--- src/rtl/time_counter_chain.sv ---
// time_counter_chain: prescaler plus cascaded centisecond/second/minute/hour
// counter. Counts up (stopwatch) or down (timer) on a single clock using a
// clock-enable tick; flags rollover in up mode and reaching zero in down mode.
module time_counter_chain #(
    parameter int CLK_FREQ = 100_000_000,
    parameter int TICK_HZ  = 100,
    parameter int MSEC_MAX = 100,
    parameter int SEC_MAX  = 60,
    parameter int MIN_MAX  = 60,
    parameter int HOUR_MAX = 24,
    parameter int MW       = $clog2(MSEC_MAX),
    parameter int SW       = $clog2(SEC_MAX),
    parameter int NW       = $clog2(MIN_MAX),
    parameter int HW       = $clog2(HOUR_MAX)
) (
    input  logic          clk,
    input  logic          reset,
    input  logic          i_run,
    input  logic          i_clear,
    input  logic          i_mode,
    input  logic          i_load,
    input  logic [MW-1:0] i_load_msec,
    input  logic [SW-1:0] i_load_sec,
    input  logic [NW-1:0] i_load_min,
    input  logic [HW-1:0] i_load_hour,
    output logic [MW-1:0] o_msec,
    output logic [SW-1:0] o_sec,
    output logic [NW-1:0] o_min,
    output logic [HW-1:0] o_hour,
    output logic          o_tick,
    output logic          o_wrap,
    output logic          o_done,
    output logic          o_running
);

    localparam int DIV = CLK_FREQ / TICK_HZ;
    localparam int PW  = (DIV > 2) ? $clog2(DIV) : 1;

    localparam logic [PW-1:0] PRESC_LAST = PW'(DIV - 1);
    localparam logic [MW-1:0] MSEC_LAST  = MW'(MSEC_MAX - 1);
    localparam logic [SW-1:0] SEC_LAST   = SW'(SEC_MAX - 1);
    localparam logic [NW-1:0] MIN_LAST   = NW'(MIN_MAX - 1);
    localparam logic [HW-1:0] HOUR_LAST  = HW'(HOUR_MAX - 1);

    logic [PW-1:0] presc_q, presc_d;
    logic [MW-1:0] msec_q, msec_d;
    logic [SW-1:0] sec_q, sec_d;
    logic [NW-1:0] min_q, min_d;
    logic [HW-1:0] hour_q, hour_d;
    logic          halted_q, halted_d;
    logic          tick_q, tick_d;
    logic          wrap_q, wrap_d;
    logic          done_q, done_d;

    logic          running;
    logic          tick_en;
    logic          all_zero;

    assign running  = i_run & ~halted_q;
    assign tick_en  = running && (presc_q == PRESC_LAST);
    assign all_zero = (msec_q == '0) && (sec_q == '0) && (min_q == '0) && (hour_q == '0);

    // Next-state: clear beats load beats counting; fields move only on tick_en.
    always_comb begin
        presc_d  = presc_q;
        msec_d   = msec_q;
        sec_d    = sec_q;
        min_d    = min_q;
        hour_d   = hour_q;
        halted_d = halted_q;
        tick_d   = 1'b0;
        wrap_d   = 1'b0;
        done_d   = 1'b0;

        if (i_clear) begin
            presc_d  = '0;
            msec_d   = '0;
            sec_d    = '0;
            min_d    = '0;
            hour_d   = '0;
            halted_d = 1'b0;
        end else if (i_load) begin
            // Out-of-range load values saturate to the field's top value.
            presc_d  = '0;
            msec_d   = (i_load_msec > MSEC_LAST) ? MSEC_LAST : i_load_msec;
            sec_d    = (i_load_sec  > SEC_LAST)  ? SEC_LAST  : i_load_sec;
            min_d    = (i_load_min  > MIN_LAST)  ? MIN_LAST  : i_load_min;
            hour_d   = (i_load_hour > HOUR_LAST) ? HOUR_LAST : i_load_hour;
            halted_d = 1'b0;
        end else if (tick_en) begin
            presc_d = '0;
            tick_d  = 1'b1;
            if (!i_mode) begin
                // Up: each field carries into the next when it passes its top value.
                wrap_d = (msec_q == MSEC_LAST) && (sec_q == SEC_LAST) &&
                         (min_q == MIN_LAST) && (hour_q == HOUR_LAST);
                if (msec_q == MSEC_LAST) begin
                    msec_d = '0;
                    if (sec_q == SEC_LAST) begin
                        sec_d = '0;
                        if (min_q == MIN_LAST) begin
                            min_d = '0;
                            if (hour_q == HOUR_LAST) begin
                                hour_d = '0;
                            end else begin
                                hour_d = hour_q + 1'b1;
                            end
                        end else begin
                            min_d = min_q + 1'b1;
                        end
                    end else begin
                        sec_d = sec_q + 1'b1;
                    end
                end else begin
                    msec_d = msec_q + 1'b1;
                end
            end else if (all_zero) begin
                // Tick with nothing left to count: report done again and stop.
                done_d   = 1'b1;
                halted_d = 1'b1;
            end else begin
                // Down: each field borrows from the next when it passes zero.
                if (msec_q == '0) begin
                    msec_d = MSEC_LAST;
                    if (sec_q == '0) begin
                        sec_d = SEC_LAST;
                        if (min_q == '0) begin
                            min_d = MIN_LAST;
                            if (hour_q == '0) begin
                                hour_d = HOUR_LAST;
                            end else begin
                                hour_d = hour_q - 1'b1;
                            end
                        end else begin
                            min_d = min_q - 1'b1;
                        end
                    end else begin
                        sec_d = sec_q - 1'b1;
                    end
                end else begin
                    msec_d = msec_q - 1'b1;
                end
                done_d   = (msec_d == '0) && (sec_d == '0) && (min_d == '0) && (hour_d == '0);
                halted_d = done_d;
            end
        end else if (running) begin
            // Prescaler holds while stopped so a resume finishes the partial period.
            presc_d = presc_q + 1'b1;
        end
    end

    // State and pulse registers with asynchronous active-low reset.
    always_ff @(posedge clk or negedge reset) begin
        if (!reset) begin
            presc_q  <= '0;
            msec_q   <= '0;
            sec_q    <= '0;
            min_q    <= '0;
            hour_q   <= '0;
            halted_q <= 1'b0;
            tick_q   <= 1'b0;
            wrap_q   <= 1'b0;
            done_q   <= 1'b0;
        end else begin
            presc_q  <= presc_d;
            msec_q   <= msec_d;
            sec_q    <= sec_d;
            min_q    <= min_d;
            hour_q   <= hour_d;
            halted_q <= halted_d;
            tick_q   <= tick_d;
            wrap_q   <= wrap_d;
            done_q   <= done_d;
        end
    end

    assign o_msec    = msec_q;
    assign o_sec     = sec_q;
    assign o_min     = min_q;
    assign o_hour    = hour_q;
    assign o_tick    = tick_q;
    assign o_wrap    = wrap_q;
    assign o_done    = done_q;
    assign o_running = running;

endmodule

--- config.mk ---
export PLATFORM = sky130hd
export DESIGN_NAME = time_counter_chain
export DESIGN_NICKNAME = d
export VERILOG_FILES = /design/src/rtl/time_counter_chain.sv
export SDC_FILE = /design/constraint.sdc
export NUM_CORES = 1
export LEC_CHECK = 0
export CORE_ASPECT_RATIO = 0.9
export CORE_UTILIZATION = 37
export CTS_BUF_LIST = sky130_fd_sc_hd__clkbuf_2 sky130_fd_sc_hd__clkbuf_4 sky130_fd_sc_hd__clkbuf_8
export CTS_CLUSTER_DIAMETER = 60
export DETAILED_ROUTE_END_ITERATION = 6
export MAX_ROUTING_LAYER = met4
export SYNTH_ARGS = -nofsm -noshare
export SYNTH_HDL_FRONTEND = slang
export SYNTH_SLANG_ARGS = --single-unit
--- constraint.sdc ---
create_clock -name clk -period 4.7 [get_ports clk]
set_clock_uncertainty 0.2 [all_clocks]
set_input_delay 0.94 -clock clk [delete_from_list [all_inputs] [get_ports clk]]
set_output_delay 0.94 -clock clk [all_outputs]
set_load 0.1 [all_outputs]
==> impl_metrics.yaml <==
status:
  status: "completed"
place:
  post-place-ws_ns: 0.957
  post-dp-hpwl_um: 8530
  port-buffer-count: 57
  place.gp.congestion: 0.915
synth:
  synth_seq_cells: 48
  syn_area_mm2: 0.00390
  synth_edf_count: 0
  syn_avg_cell_area_um2: 7.92
  synth_fa_ha_area_frac: 0.0417
  synthMuxAreaShare: 0.00865
  synth_xor_area_frac: 0.0628
  synth-simple-area-share: 0.292
  synth-async-reset-ratio: 1.00
  synthDistinctLibCells: 69
  synth_top_family_by_area: "simple AND/OR/NAND/NOR gates"
  syn_inst: 493
  synth_compound_area_frac: 0.235
  syn_nets: 536
  synth_top_flop_cell: "dfrtp_1"
  yosysWarnings: 0
  ys_seq_area_frac: 0.308
pwr:
  peakVddDrop_uv: 139
  fin_total_pwr_mw: 1.27
  power.leakage_nw: 1.80
  p_int_mw: 0.713
  power.density_mw_per_mm2: 273
  p_sw_mw: 0.555
  seqPwrFrac: 0.390
  power_frac_comb: 0.398
  power_frac_clock: 0.211
  power.switching_fraction: 0.438
critical_path:
  critPathCaptureType: "register"
  worst-setup-path-type: "in -> reg"
  arrival_ns: 3.46
  required_ns: 4.72
  start_kind: "input pin"
  cp_max_fo: 7
global_route:
  antenna_found_initial: 0
  grtUsageTotal: 0.230
  grt_pass1_wl_um: 19200
  grt_pass1_vias: 3862
  grt_max_degree: 49
  gr-total-overflow: 0
routing:
  ant_nets: 0
  drt_iter0_drc: 248
  vias: 3971
  avgRoutedWirePerCell_um: 17.8
  via_per_inst: 6.01
  firstDrtPassIters: 4
  drc: 0
  drt-total-wl_um: 11800
clocking:
  clkSinkCount: 48
  htreeDepth: 2
  cts-buffers-inserted: 5
  post_cts_buffers: 0
  cts_tree: "yes"
  hold_buffers: 0
  clk_pin_slew_ns: 0.09
  clk_path_buf_depth: 2
  cts_resized: 0
  cts-root-buf: "clkbuf_8"
  clk_latency_ns: 0.32
die:
  die_w_um: 110
  core_mm2: 0.0102
  dieHeight_um: 99.5
  start_util: 0.381
  pin_count: 58
  row_count: 35
  die_area_mm2: 0.0110
sta:
  relSlewSlack: 0.335
  finalCriticalPeriod_ns: 3.44
  setup_tns_ns: 0
  period_share: 0.731
  finalHoldViolCount: 0
  drv_slew: 0
  rsz0062_at_grt: "no"
  setup_ws_ns: 1.26
  fmax_ghz: 0.291
  setup_viol: 0
  worstMarginPinSlew_ns: 0.994
min_path:
  min_path_type: "reg -> reg"
finish:
  antennaDiodeCount: 0
  fin_nets: 575
  ff_latch_area_mm2: 0.00120
  syn2layout_area_growth_pct: 18.9
  multi_input_area_mm2: 0.00250
  drive_above_1_share: 0.0677
  n_fill_cell: 1050
job:
  drv_cap: 0
[power by group through the flow]
stage / Clock [mW] / Combinational [mW] / Sequential (mW)
after floorplan: 0 / 0.248 / 0.607
after global placement: 0 / 0.497 / 0.501
after detailed placement: 0 / 0.502 / 0.502
after CTS: 0.276 / 0.504 / 0.493
after global routing: 0.287 / 0.541 / 0.501
final: 0.268 / 0.505 / 0.495
[layout make-up]
cell class / count / area share
timing repair buffer: 64 / 0.133
multi-input combinational: 393 / 0.538
clock buffer: 6 / 0.0178
sequential: 48 / 0.259
tap: 129 / 0.0348
inverter: 20 / 0.0162
clock inverter: 1 / 0.00189
[layout by cell type (no fill, tap or decap), types with 15 or more instances in the layout]
master | synthesis | final
a21oi_1 | 26 | 26
dfrtp_1 | 48 | 48
nand3_1 | 26 | 26
a31oi_1 | 17 | 17
xor2_1 | 15 | 15
clkdlybuf4s50_1 | 0 | 55
nor3_1 | 16 | 16
nor2_1 | 57 | 57
o21ai_0 | 24 | 24
nand2_1 | 42 | 42
inv_1 | 20 | 20
[sequential cells by signal, indices dropped and copies added, names as in the netlist]
register  flops
presc_q      20
o_msec        7
o_min         6
o_sec         6
o_hour        5
halted_q      1
o_done        1
o_tick        1
o_wrap        1
[routing by layer]
metal	share of wire	up-vias	global-route usage	wire (um)
li1	-	1905	-	-
met1	0.44	1889	0.294	5230
met2	0.48	159	0.369	5600
met3	0.064	18	0.0426	755
met4	0.016	0	0.0668	192
met5	0	-	-	0
[synth_stat cells (3+ instances only)]
| cell | count | area share |
|---|---|---|
| nor2_1 | 57 | 0.055 |
| dfrtp_1 | 48 | 0.31 |
| nand2_1 | 42 | 0.040 |
| clkbuf_1 | 27 | 0.026 |
| a21oi_1 | 26 | 0.033 |
| nand3_1 | 26 | 0.033 |
| o21ai_0 | 24 | 0.031 |
| inv_1 | 20 | 0.019 |
| a31oi_1 | 17 | 0.027 |
| nor3_1 | 16 | 0.021 |
| xor2_1 | 15 | 0.034 |
| ha_1 | 13 | 0.042 |
| nand4_1 | 13 | 0.021 |
| xnor2_1 | 13 | 0.029 |
| a22o_1 | 8 | 0.018 |
| nand2b_1 | 7 | 0.011 |
| nor4_1 | 7 | 0.011 |
| o31ai_1 | 7 | 0.013 |
| nor4b_1 | 6 | 0.013 |
| or2_2 | 6 | 0.0096 |
| or3_1 | 6 | 0.0096 |
| or4_1 | 6 | 0.012 |
| nor3b_1 | 5 | 0.0096 |
| o41ai_1 | 5 | 0.011 |
| and3_1 | 4 | 0.0064 |
| a311oi_1 | 3 | 0.0067 |
| and4_1 | 3 | 0.0067 |
| buf_2 | 3 | 0.0038 |
| mux2_2 | 3 | 0.0087 |
| nand4b_1 | 3 | 0.0067 |
| nor2b_1 | 3 | 0.0048 |
[per-stage QoR]
step                      utilization  hold WS (ns)  instance area [um2]  std cells
after floorplan                     -         0.241                 3910        493
after global placement          0.444         0.276                 4550        654
after detailed placement        0.444         0.278                 4550        654
after CTS                       0.453         0.290                 4640        661
after global routing            0.453         0.303                 4640        661
final                           0.453         0.291                 4640        661
[worst max-delay path: stages]
cell	delay (ns)
clkdlybuf4s50_1	0.46
nand2b_1	0.15
or4_1	0.64
a311oi_4	0.45
and2_1	0.26
mux2_2	0.34
a211oi_1	0.21
[cell families (layout without fill, tap and decap cells)]
family / after synthesis / in the layout
XOR/XNOR: 28 / 28
flip-flops: 48 / 48
AO/OA/AOI/OAI: 130 / 130
adder cells (fa/ha/maj): 13 / 13
AND/OR/NAND/NOR: 219 / 219
multiplexers: 3 / 3
buffers and inverters: 52 / 91
[path summary, 6_finish.rpt]
kind                                to  depth (start not counted)  slack [ns]        start
max                          o_hour[2]                          7        1.26        i_run
min in group asynchronous     o_sec[5]                          2        0.53        reset
max in group asynchronous     halted_q                          2        3.35        reset
max reg2reg                  o_hour[0]                          8        1.33     o_sec[0]
min reg2reg                presc_q[18]                          1        0.29  presc_q[18]
min                        presc_q[18]                          1        0.29  presc_q[18]
Power figures use the tool's default switching activity.
